## src/rtl/xtlosc_freq_monitor.sv

```systemverilog
// Crystal-oscillator frequency monitor: counts synchronized XTL_IN rising edges over
// fixed CLK gate windows and flags out-of-tolerance or lost crystal clocks.
module xtlosc_freq_monitor #(
    parameter int GATE_CYCLES = 50000,
    parameter int EXP_COUNT   = 16000,
    parameter int TOL         = 160,
    parameter int FAIL_LIMIT  = 3,
    parameter int CNT_W       = 16
) (
    input  logic             CLK,
    input  logic             RESET,
    input  logic             XTL_IN,
    input  logic             ENABLE,
    input  logic             FAIL_CLR,
    output logic [CNT_W-1:0] MEAS_COUNT,
    output logic             MEAS_VALID,
    output logic             CLK_OK,
    output logic             CLK_FAIL
);

    localparam int GATE_W = (GATE_CYCLES > 1) ? $clog2(GATE_CYCLES) : 1;
    localparam int RUN_W  = (FAIL_LIMIT > 0) ? $clog2(FAIL_LIMIT + 1) : 1;

    localparam logic [GATE_W-1:0] GATE_LAST = GATE_W'(GATE_CYCLES - 1);
    localparam logic [GATE_W-1:0] GATE_ONE  = GATE_W'(1'b1);
    localparam logic [CNT_W-1:0]  CNT_MAX   = {CNT_W{1'b1}};
    localparam logic [CNT_W-1:0]  LO_LIM    = CNT_W'(EXP_COUNT - TOL);
    localparam logic [CNT_W-1:0]  HI_LIM    = CNT_W'(EXP_COUNT + TOL);
    localparam logic [RUN_W-1:0]  RUN_LIMIT = RUN_W'(FAIL_LIMIT);
    localparam logic [RUN_W-1:0]  RUN_ONE   = RUN_W'(1'b1);

    typedef enum logic [0:0] {
        IDLE    = 1'b0,
        MEASURE = 1'b1
    } state_t;

    state_t              state;
    logic                sync_meta;
    logic                sync_q;
    logic                xtl_prev;
    logic [GATE_W-1:0]   gate_cnt;
    logic [CNT_W-1:0]    edge_cnt;
    logic [RUN_W-1:0]    bad_run;

    logic                edge_det;
    logic                edge_inc;
    logic [CNT_W-1:0]    window_count;
    logic                in_range;
    logic [RUN_W-1:0]    bad_next;
    logic                window_end;
    logic                fail_set;

    // Synchronizer keeps running in IDLE so a re-enabled window sees no false edge.
    always_ff @(posedge CLK) begin
        if (RESET) begin
            sync_meta <= 1'b0;
            sync_q    <= 1'b0;
            xtl_prev  <= 1'b0;
        end else begin
            sync_meta <= XTL_IN;
            sync_q    <= sync_meta;
            xtl_prev  <= sync_q;
        end
    end

    // window_count already folds in this cycle's edge, saturating at CNT_MAX.
    always_comb begin
        edge_det     = sync_q & ~xtl_prev;
        edge_inc     = edge_det & (edge_cnt != CNT_MAX);
        window_count = edge_cnt + CNT_W'(edge_inc);
        in_range     = (window_count >= LO_LIM) && (window_count <= HI_LIM);
        bad_next     = (bad_run == RUN_LIMIT) ? bad_run : (bad_run + RUN_ONE);
        window_end   = (state == MEASURE) && ENABLE && (gate_cnt == GATE_LAST);
        fail_set     = window_end && !in_range && (bad_next == RUN_LIMIT);
    end

    // Measurement FSM with registered evaluation; a new failure beats FAIL_CLR.
    always_ff @(posedge CLK) begin
        if (RESET) begin
            state      <= IDLE;
            gate_cnt   <= '0;
            edge_cnt   <= '0;
            bad_run    <= '0;
            MEAS_COUNT <= '0;
            MEAS_VALID <= 1'b0;
            CLK_OK     <= 1'b0;
            CLK_FAIL   <= 1'b0;
        end else begin
            MEAS_VALID <= 1'b0;
            CLK_FAIL   <= fail_set | (CLK_FAIL & ~FAIL_CLR);
            case (state)
                IDLE: begin
                    gate_cnt <= '0;
                    edge_cnt <= '0;
                    bad_run  <= '0;
                    CLK_OK   <= 1'b0;
                    state    <= ENABLE ? MEASURE : IDLE;
                end
                MEASURE: begin
                    if (!ENABLE) begin
                        state    <= IDLE;
                        gate_cnt <= '0;
                        edge_cnt <= '0;
                        bad_run  <= '0;
                        CLK_OK   <= 1'b0;
                    end else if (window_end) begin
                        MEAS_COUNT <= window_count;
                        MEAS_VALID <= 1'b1;
                        gate_cnt   <= '0;
                        edge_cnt   <= '0;
                        if (in_range) begin
                            bad_run <= '0;
                            CLK_OK  <= 1'b1;
                        end else begin
                            bad_run <= bad_next;
                            CLK_OK  <= 1'b0;
                        end
                    end else begin
                        gate_cnt <= gate_cnt + GATE_ONE;
                        edge_cnt <= window_count;
                    end
                end
                default: begin
                    state    <= IDLE;
                    gate_cnt <= '0;
                    edge_cnt <= '0;
                    bad_run  <= '0;
                    CLK_OK   <= 1'b0;
                end
            endcase
        end
    end

endmodule

```

## config.mk

```make
export PLATFORM = sky130hd
export DESIGN_NAME = xtlosc_freq_monitor
export DESIGN_NICKNAME = d
export VERILOG_FILES = /design/src/rtl/xtlosc_freq_monitor.sv
export SDC_FILE = /design/constraint.sdc
export NUM_CORES = 1
export LEC_CHECK = 0
export CAP_MARGIN = 5
export CORE_UTILIZATION = 60
export CTS_CLUSTER_SIZE = 14
export DETAILED_ROUTE_END_ITERATION = 7
export PLACE_DENSITY = 0.92
export SLEW_MARGIN = 20
export SYNTH_ARGS = -nofsm -noshare
export SYNTH_HDL_FRONTEND = slang
export SYNTH_SLANG_ARGS = --single-unit
```

## constraint.sdc

```tcl
create_clock -name CLK -period 5.98 [get_ports CLK]
set_input_delay 1.495 -clock CLK [delete_from_list [all_inputs] [get_ports CLK]]
set_output_delay 1.495 -clock CLK [all_outputs]
set_load 0.02 [all_outputs]
```

* Yosys cells after proc, flatten, opt, wreduce, memory -nomap -nowiden
Cells that the tools add are included.
** Word-level totals
- Bits in registers :: 57
- Latch bits :: 0
- Bits in writable memories :: 0
- Memory bits (read-only) :: 0
- Input port bits :: 5
- Output and inout port bits :: 19
- Memories :: 0
** Operators by class
- Add/sub/neg operators :: 3
- $mul :: 0
- Divide/modulo/power cells :: 0
- Order comparisons :: 2
- Eq/ne operators :: 5
- Shift-type cells :: 0
- Mux-type cells :: 17
- Bitwise logic cells :: 8
- Reductions and logical operators :: 8
** Operators with widths (number)
- 16-bit two-way mux :: 4
- 16-bit case mux with 2 select lines :: 2
- 16-bit by 1-bit adder with 16-bit output :: 1
- 16-bit by 1-bit adder with 16-bit output, second input constant :: 1
- 16-bit == test, second input constant :: 1
- 16-bit by 14-bit >= comparator with 1-bit output, second input constant :: 1
- 16-bit by 14-bit <= comparator with 1-bit output, second input constant :: 1
- 16-bit inequality test, second input constant :: 1
- 2-bit two-way mux :: 4
- 1-bit logical AND :: 5
- 1-bit two-way mux :: 5
- 2-bit == test, second input constant :: 2
- 1-bit NOT :: 4
- 2-bit case mux with 2 select lines :: 1
- 1-bit AND :: 3
- 3-bit by 2-bit inequality test with 1-bit output, second input constant :: 1
- 3-bit AND reduction :: 1
- 3-bit OR reduction :: 1
- 2-bit by 1-bit adder with 2-bit output, second input constant :: 1
- 1-bit case mux with 2 select lines :: 1
- 1-bit logical NOT :: 1
- 1-bit OR :: 1

* Longest topological paths before layout
Gate-level depths: netlist (run 1).
- Depth in word-level cells :: 10
- Depth in mapped cells :: 13

* Worst setup path before layout (run 1)
Ideal clock, no wire load.
- Path kind :: flip-flop to flip-flop
- From :: register edge_cnt[10]
- To :: register bad_run[0]
- Library setup time :: 0.117 ns
- Data arrival time :: 2.615 ns
- Data required time :: 5.863 ns
- Slack :: 3.248 ns
- Stages on the path, launching flop included :: 14
- Path buffers :: 1
- Clock period less this slack :: 2.732 ns
- Cell sequence :: dfxtp_1 > and2_1 > nand4_1 > nor4_1 > nor3b_1 > ha_1 > ha_1 > nand3_1 > or3_1 > buf_2 > or3_1 > o211ai_2 > o311ai_4 > a32o_1
** On the way
- Word-level cells in the longest chain between the ends :: 9
- Elaborated cells between the ends (all ways) :: 10
- Classes of those cells :: add/sub: 1; order compare: 2; eq/ne: 1; mux: 4; bitwise: 1; reduce/logical: 1
** Ends and longest elaborated chain
- start, declared :: line 42 : logic [CNT_W-1:0] edge_cnt;
- start signal, assigned :: line 120 : edge_cnt <= window_count;
- 16-bit inequality test :: line 69 : edge_inc = edge_det & (edge_cnt != CNT_MAX);
- 1-bit AND :: line 69
- 16-bit by 1-bit adder with 16-bit output (*) :: line 70 : window_count = edge_cnt + CNT_W'(edge_inc);
- 16-bit by 14-bit >= comparator with 1-bit output / 16-bit by 14-bit <= comparator with 1-bit output (equally long branches) :: line 71 : in_range = (window_count >= LO_LIM) && (window_count <= HI_LIM);
- 1-bit logical AND (*) :: line 71
- 2-bit two-way mux (*) :: line 111 : if (in_range) begin
- 2-bit two-way mux (*) :: line 106 : end else if (window_end) begin
- 2-bit two-way mux (*) :: line 100 : if (!ENABLE) begin
- 2-bit case mux with 2 select lines (*) :: line 91 : case (state)
- end signal, assigned :: line 115 : bad_run <= bad_next;
- end, declared :: line 43 : logic [RUN_W-1:0] bad_run;
Mark *: on every way between the ends. The rest lies on a longest branch, timed or not. The select of a mux whose other input is x is not followed.
A chain may end at the register's enable or synchronous reset.

==> flow_summary.ini, run 1 <==
[run_status]
status = complete, no violations

[worst_setup_path]
critPathKind = input pin to register
slowest_delay_ns = 1.09
r2r_end = bad_run[0]$_SDFFE_PP0P_
r2r_start = edge_cnt[10]$_SDFF_PP0_
worstPathRequired_ns = 6.15
crit_fanout = 29
cp_num_buf_inv = 1
worstSetupPathDepth = 3
worst_setup_path_start_kind = input pin
critPathSlowestCell = clkdlybuf4s50_1
crit_family = buffers and inverters
critPathCaptureType = register
crit_chain = clkdlybuf4s50_1 > or3_1 > nor2_1
critPathLaunch = RESET
r2r_slack_ns = 2.90
endpoint = edge_cnt[9]$_SDFF_PP0_
critPathArrivalTime_ns = 3.60
rr_worst_depth = 12

[finish]
drive_above_1_share_pct = 8.96
area_growth_pct = 19.4
antenna_cells = 0
final_nets = 283
seq_area_um2 = 1140
n_fill_cell = 251
instances_no_fill = 327
multiInputGateArea_um2 = 1150

[die]
fp.dieW_um = 64.7
ioPinCount = 24
die_h_um = 64.7
core_um2 = 3720
initial_core_util_pct = 63.4
rows = 22
dieArea_um2 = 4180

[power_and_ir_drop]
power_density_nw_per_um2 = 274
p_leak_uw = 0.000895
irDropWorstVdd_uv = 174

[global_route]
antenna_found_initial = 0
grt_pass1_wl_um = 8510
first_global_vias = 1843
groute.usage.overall_pct = 27.3
grt_max_degree = 31
overflow = 0

[cts]
cts_sinks = 57
post_cts_resized = 0
tritoncts = done
clockBufferDepth = 2
post-cts-setup-buffers = 0
clkTransAtPathRegs_ns = 0.06
root_buffer = clkbuf_8
cts_hold_buf = 0
clock_latency_ns = 0.33
htree_levels = 3
cts_buffers = 9

[yosys]
synth_nets = 261
synth_ff_type = dfxtp_1
synth_edf_count = 0
synth_cell_types = 42
ys_seq_area_share_pct = 48.4
syn_inst = 253
syn_avg_cell_area_um2 = 9.32
synth_area_um2 = 2360
synthArstFlopShare_pct = 0
yosys_register_bits = 57
yosysWarnings = 0

[place]
gp_congestion = 0.835
dp_worst_setup_slack_ns = 2.26
place_hpwl_um = 3270
numPortBuffers = 23
place_inst = 312

[route]
via_count = 1889
antenna_left = 0
routed_wl_um = 4930
drt_iter0_markers = 147
firstDrtPassIters = 4
drcViolationCount = 0
routedWlPerCell_um = 15.1
routed_via_density = 5.78

[timing]
fmax_ghz = 0.292
worst_pin_slew_ns = 0.950
timing.final.crit_share_pct = 57.3
hold_viol = 0
relSlewSlack_pct = 36.7
fin_crit_ns = 3.43
setup_tns_ns = 0
fin_ws_ns = 2.55
skew_ns = 0.00738
setup_viol = 0
rsz0062_at_grt = no
final_max_slew_viol_count = 0

[min_path]
hold_path_class = register to register
whs_path_depth = 1

[job]
maxCapViolCount = 0
## worst register-to-register path, delay by kind of cell (launching register included)
family	cells	cell delay (ns)
and+or+nand+nor	7	1.61
adders and majority gates	2	0.49
AOI/OAI and AO/OA	3	0.52
DFF	1	0.34
## cells by family (layout without fill, tap and decap cells)
kind of cell	count (synthesis)	in the layout	synth area share, %
AOI/OAI and AO/OA	28	28	10.2
DFF	57	57	48.4
adders and majority gates	3	3	1.59
and+or+nand+nor	120	120	25.7
muxes	2	2	0.849
buffers and inverters	16	42	3.18
xor gates and xnor gates	27	27	10.0
## worst min-delay path by stage
stage	endpoint	from	slack (ns)
floorplan	sync_q$_SDFF_PP0_	sync_meta$_SDFF_PP0_	0.41
CTS	sync_q$_SDFF_PP0_	sync_meta$_SDFF_PP0_	0.44
global route	sync_q$_SDFF_PP0_	sync_meta$_SDFF_PP0_	0.47
global placement	sync_q$_SDFF_PP0_	sync_meta$_SDFF_PP0_	0.43
detailed placement	sync_q$_SDFF_PP0_	sync_meta$_SDFF_PP0_	0.43
finish	sync_q$_SDFF_PP0_	sync_meta$_SDFF_PP0_	0.44
## flip-flops by register name, summed over array words and instances (netlist names)
signal and flops:
CLK_FAIL 1, CLK_OK 1, MEAS_COUNT 16, MEAS_VALID 1, bad_run 2, edge_cnt 16
gate_cnt 16, state 1, sync_meta 1, sync_q 1, xtl_prev 1
## power by group
part           internal, uW  total [uW]  switching [uW]  leakage, uW
registers               381         382           0.692     0.000460
clock network           235         381             146     0.000112
logic                  3.84        9.87            6.03     0.000324
total                   620         772             152     0.000895
## metal layers
layer  vias to the layer above  global-route usage (%)  wire (um)
li1                        923                       -          -
met4                         0                    16.4        131
met5                         -                       0          0
met3                        12                    5.99        188
met1                       908                    33.5       2140
met2                        46                    43.7       2470
## layout make-up
cell class / count / area share (%)
Multi-Input combinational cell: 180 / 40.9
Inverter: 3 / 0.400
Clock inverter: 2 / 1.24
Timing Repair Buffer: 24 / 8.45
Clock buffer: 13 / 6.36
Sequential cell: 57 / 40.6
Tap cell: 48 / 2.13
## cells in the final DEF, fill, tap and decap left out, types with 3 or more instances in the layout
cell             instances
nor2b_1                  5
nor2_1                  51
inv_1                    3
a211oi_1                14
xor2_1                  10
nand2_1                 13
nand3_1                 13
xnor2_1                 17
nor3_1                   5
clkdlybuf4s50_1         23
dfxtp_1                 57
a21oi_1                  3
and2_1                   4
clkbuf_8                13
or3_1                    5
and3_1                   4
ha_1                     3
nand4_1                  3
nor4_1                   3
## per-stage QoR
| step | hold WS (ns) | power (uW) | utilization (%) | instance area [um^2] |
|---|---|---|---|---|
| finish | 0.444 | 772 | 75.7 | 2810 |
| global route | 0.468 | 793 | 75.7 | 2810 |
| CTS | 0.444 | 773 | 75.7 | 2810 |
| detailed placement | 0.430 | 400 | 70.0 | 2600 |
| global placement | 0.428 | 400 | 70.0 | 2600 |
| floorplan | 0.414 | 396 | - | 2360 |
## Yosys cell counts (all sizes together) (3+ instances only)
cell	count	area share [%]
a211oi	14	4.5
a21oi	3	0.64
and2	4	1.1
and3	4	1.1
buf	8	1.9
clkbuf	5	0.80
dfxtp	57	48
ha	3	1.6
inv	3	0.48
nand2	13	2.1
nand3	15	3.6
nand4	3	0.80
nor2	51	8.1
nor2b	5	1.3
nor3	6	1.5
nor4	4	1.3
or3	6	1.6
xnor2	17	6.3
xor2	10	3.7
No activity file was read; power rests on OpenSTA's default activity.
==> run 2: changes to the inputs <==
--- a/config.mk
+++ b/config.mk
@@ -6,10 +6,10 @@
 export NUM_CORES = 1
 export LEC_CHECK = 0
 export CAP_MARGIN = 5
-export CORE_UTILIZATION = 60
+export CORE_UTILIZATION = 50
 export CTS_CLUSTER_SIZE = 14
 export DETAILED_ROUTE_END_ITERATION = 7
-export PLACE_DENSITY = 0.92
+export PLACE_DENSITY = 0.82
 export SLEW_MARGIN = 20
 export SYNTH_ARGS = -nofsm -noshare
 export SYNTH_HDL_FRONTEND = slang
==> constraint.sdc (replaced) <==
create_clock -name CLK -period 3.14 [get_ports CLK]
set_input_delay 0.785 -clock CLK [delete_from_list [all_inputs] [get_ports CLK]]
set_output_delay 0.785 -clock CLK [all_outputs]
set_load 0.02 [all_outputs]
==> flow_summary.ini, run 2 (synthesis results as in run 1) <==
[run_status]
status = finished with violations
violations = DRC

[global_route]
busiest_layer = met2
groute.usage.overall_pct = 19.1
grt_pass1_wl_um = 7360
grt_max_degree = 31
met1_usage_pct = 23.4
overflow = 0
antenna_found_initial = 0
grt.met2_usage_pct = 29.8
grt_util_met3_pct = 4.84
first_global_vias = 1725

[timing]
setup_tns_ns = 0
setup_viol = 0
fin_crit_ns = 2.95
timing.final.crit_share_pct = 93.9
final_max_slew_viol_count = 0
relSlewSlack_pct = 64.0
skew_ns = 0.00831
hold_viol = 0
worst_pin_slew_ns = 0.536
rsz0062_at_grt = no
fmax_ghz = 0.339

[cts]
clockBufferDepth = 2
htree_levels = 3
post-cts-setup-buffers = 0
cts_sinks = 57
clkTransAtPathRegs_ns = 0.07
cts_hold_buf = 0
tritoncts = done
root_buffer = clkbuf_8
cts_buffers = 9
post_cts_resized = 0
clock_latency_ns = 0.33

[worst_setup_path]
worstPathRequired_ns = 3.36
worst_setup_path_start_kind = register
critPathCaptureType = register
critPathArrivalTime_ns = 3.17
rr_worst_depth = 12
r2r_slack_ns = 0.19
critPathKind = register to register
crit_fanout = 6
r2r_end = bad_run[0]$_SDFFE_PP0P_
r2r_start = edge_cnt[10]$_SDFF_PP0_

[power_and_ir_drop]
pwr-share-comb_pct = 1.5
irDropWorstVdd_uv = 383
switching_share_pct = 22.0
power_density_nw_per_um2 = 485
p_int_uw = 1060
seqPwrFrac_pct = 53.5
p_leak_uw = 0.000884
pwr-share-clk_pct = 45.0
p_sw_uw = 299

[finish]
final_nets = 285
final_common_cell = dfxtp_1
largestRegisters = MEAS_COUNT (16), edge_cnt (16), gate_cnt (16)
antenna_cells = 0
stdcell_area_um2 = 2800
instances_no_fill = 334
final_cell_mix = dfxtp_1, nor2_1, clkdlybuf4s50_1, xnor2_1, a211oi_1
post-route-util_pct = 63.0
area_growth_pct = 18.8
drive_above_1_share_pct = 9.93

[route]
via_count = 1799
firstDrtPassIters = 6
routed_via_density = 5.39
drcViolationCount = 4
routedWlPerCell_um = 12.8
routed_wl_um = 4290
drt_iter0_markers = 55
antenna_left = 0

[die]
core_um2 = 4440
rows = 24
fp.dieW_um = 70.7
dieArea_um2 = 4990
ioPinCount = 24
die_h_um = 70.7
initial_core_util_pct = 53.0

[place]
numPortBuffers = 23
place_hpwl_um = 2960
place_inst = 318
gp_congestion = 0.844
dpl_cell_area_um2 = 2620

[min_path]
hold_path_class = register to register
whs_path_depth = 1
whs_endpoint = sync_q$_SDFF_PP0_
hold_path_startpoint = sync_meta$_SDFF_PP0_

[job]
maxCapViolCount = 0
==> run 2: changes by cell type in the layout (fill, tap and decap cells not counted) <==
cell / previous run / this run
clkbuf_8: 13 / 11
buf_4: 1 / 3
bufinv_16: 1 / 0
clkinv_2: 1 / 3
clkinvlp_4: 0 / 2
==> run 2: layer usage <==
layer / part of all wire, % / wire, um
met4: 2.3 / 100
met2: 44 / 1880
met3: 5.1 / 220
met5: 0 / 0
met1: 49 / 2090
==> run 2: power groups by stage <==
stage               Clock, uW  Combinational, uW  Sequential [uW]
detailed placement          0               20.1              743
floorplan                   0               11.5              743
finish                    610               20.3              727
global route              655               22.1              727
global placement            0               19.9              743
CTS                       628               20.2              727
==> run 2: layout make-up <==
cell class	count	area, um^2
clock buffer	11	151
clock inverter	5	30.0
fill	381	1640
tap	52	65.1
timing repair buffer	26	253
inverter	3	11.3
multi-input combinational	180	1150
sequential	57	1140
==> run 2: worst max-delay path, cell delays in order, from the launching register on <==
cell      delay (ns)
dfxtp_1         0.34
and2_1          0.18
nand4_1         0.10
nor4_1          0.05
nor3b_1         0.18
ha_1            0.22
ha_1            0.27
nand3_1         0.15
or3_1           0.43
or3_1           0.40
o211ai_2        0.10
o311ai_4        0.15
a32o_1          0.25
==> run 2: worst max path at each step <==
stage | start | endpoint | slack [ns] | cells after the start
5_1_grt | edge_cnt[10]$_SDFF_PP0_ | bad_run[0]$_SDFFE_PP0P_ | 0.06 | 12
4_1_cts | edge_cnt[10]$_SDFF_PP0_ | bad_run[0]$_SDFFE_PP0P_ | 0.20 | 12
3_3_place_gp | edge_cnt[10]$_SDFF_PP0_ | bad_run[0]$_SDFFE_PP0P_ | 0.30 | 12
6_report | edge_cnt[10]$_SDFF_PP0_ | bad_run[0]$_SDFFE_PP0P_ | 0.19 | 12
3_5_place_dp | edge_cnt[10]$_SDFF_PP0_ | bad_run[0]$_SDFFE_PP0P_ | 0.21 | 12
2_1_floorplan | edge_cnt[10]$_SDFF_PP0_ | bad_run[0]$_SDFFE_PP0P_ | 0.41 | 13
==> run 2: per-stage QoR <==
step	total power, uW	worst slack, ns	hold slack (ns)
2_1_floorplan	754	0.408	0.414
3_3_place_gp	763	0.302	0.416
3_5_place_dp	763	0.211	0.439
4_1_cts	1370	0.201	0.453
5_1_grt	1400	0.0647	0.475
6_report	1360	0.193	0.452
==> run 3: changes to the inputs <==
--- a/config.mk
+++ b/config.mk
@@ -10,6 +10,7 @@
 export CTS_CLUSTER_SIZE = 14
 export DETAILED_ROUTE_END_ITERATION = 7
 export PLACE_DENSITY = 0.82
+export SETUP_SLACK_MARGIN = 0.5
 export SLEW_MARGIN = 20
 export SYNTH_ARGS = -nofsm -noshare
 export SYNTH_HDL_FRONTEND = slang
==> flow_summary.ini, run 3 (synthesis results as in run 1) <==
[cts]
cts_hold_buf = 0
tritoncts = done
cts_buffers = 9
htree_levels = 3
clockBufferDepth = 2
clock_latency_ns = 0.34
root_buffer = clkbuf_8
cts_sinks = 57
clkTransAtPathRegs_ns = 0.06

[global_route]
grt_pass1_wl_um = 8110
grt_max_degree = 31
antenna_found_initial = 0
groute.usage.overall_pct = 21.3
first_global_vias = 1790
overflow = 0

[place]
place_hpwl_um = 3060
dp_worst_setup_slack_ns = 0.299
gp_congestion = 0.783
numPortBuffers = 23

[timing]
timing.final.crit_share_pct = 87.4
skew_ns = 0.00452
setup_tns_ns = 0
fmax_ghz = 0.364
fin_ws_ns = 0.394
fin_crit_ns = 2.75
worst_pin_slew_ns = 0.545
rsz0062_at_grt = yes
setup_viol = 0
final_max_slew_viol_count = 0
hold_viol = 0
relSlewSlack_pct = 63.4

[finish]
n_fill_cell = 353
antenna_cells = 0
seq_area_um2 = 1150
largestRegisters = MEAS_COUNT (16), edge_cnt (16), gate_cnt (16)
final_nets = 292
area_growth_pct = 24.9
drive_above_1_share_pct = 17.3
multiInputGateArea_um2 = 1210
final_cell_mix = dfxtp_1, nor2_1, clkdlybuf4s50_1, xnor2_1, a211oi_1

[power_and_ir_drop]
power_density_nw_per_um2 = 482
p_leak_uw = 0.000928
p_total_uw = 1420
irDropWorstVdd_uv = 352

[run_status]
status = finished with violations
violations = DRC

[min_path]
hold_path_class = register to register

[die]
initial_core_util_pct = 53.0
ioPinCount = 24
core_um2 = 4440
die_h_um = 70.7
dieArea_um2 = 4990
fp.dieW_um = 70.7
rows = 24

[worst_setup_path]
worst_setup_path_start_kind = register
slowest_delay_ns = 0.40
crit_fanout = 4
critPathCaptureType = register
critPathSlowestCell = or3_4
worstPathRequired_ns = 3.38
critPathArrivalTime_ns = 2.98
critPathKind = register to register
crit_chain = and2_4 > nand4_1 > nor4_1 > nor3b_1 > ha_2 > ha_4 > nand3_4 > or3_4 > or3_1 > o211ai_2 > o311ai_4 > a32o_1

[route]
routedWlPerCell_um = 13.7
drt_iter0_markers = 52
routed_via_density = 5.35
drcViolationCount = 4
firstDrtPassIters = 6
via_count = 1826
routed_wl_um = 4670
antenna_left = 0

[job]
maxCapViolCount = 0
run 3: worst max-delay path: cells and delay by family, from the launching register on:
| kind | cells | cell delay, ns |
|---|---|---|
| AOI/OAI and AO/OA | 3 | 0.53 |
| adders and majority gates | 2 | 0.41 |
| DFF | 1 | 0.34 |
| and+or+nand+nor | 7 | 1.35 |
run 3: metrics by stage:
| step | std cells | hold WS, ns | cell area, um^2 | util (%) |
|---|---|---|---|---|
| CTS | 338 | 0.449 | 2900 | 65.2 |
| global placement | 318 | 0.418 | 2640 | 59.4 |
| detailed placement | 318 | 0.433 | 2640 | 59.4 |
| floorplan | 253 | 0.414 | 2380 | - |
| finish | 341 | 0.443 | 2940 | 66.2 |
| global route | 341 | 0.471 | 2940 | 66.2 |
run 3: what timing repair did:
item,in CTS,in global routing
endpoints found under the setup margin,4,5
setup buffers,4,3
pin swaps,12,8
resized for setup,10,5
run 3: path summary, 6_finish.rpt:
path / start / end / slack [ns] / cells after the start
min: sync_meta$_SDFF_PP0_ / sync_q$_SDFF_PP0_ / 0.44 / 1
max: edge_cnt[11]$_SDFF_PP0_ / bad_run[0]$_SDFFE_PP0P_ / 0.39 / 12
max reg2reg: edge_cnt[11]$_SDFF_PP0_ / bad_run[0]$_SDFFE_PP0P_ / 0.39 / 12
min reg2reg: sync_meta$_SDFF_PP0_ / sync_q$_SDFF_PP0_ / 0.44 / 1
run 3: power by group:
part           total (uW)  switching [uW]  internal (uW)
sequential            726            1.20            725
combinational        20.7            11.8           8.94
clock                 674             289            385
total                1420             302           1120
run 3: layer usage:
layer | wire length [um] | vias to the layer above | GRT usage, %
met1 | 2010 | 839 | 23.9
met5 | 0 | - | 0
met2 | 2350 | 35 | 36.1
met3 | 206 | 12 | 7.69
li1 | - | 940 | -
met4 | 106 | 0 | 10.2
run 3: area by class of cell:
type                            count  area share, %
Multi-Input combinational cell    180           41.3
Sequential cell                    57           39.1
Timing Repair Buffer               33           10.4
Clock buffer                       11           4.80
Tap cell                           52           2.21
Clock inverter                      5           1.87
Inverter                            3          0.382
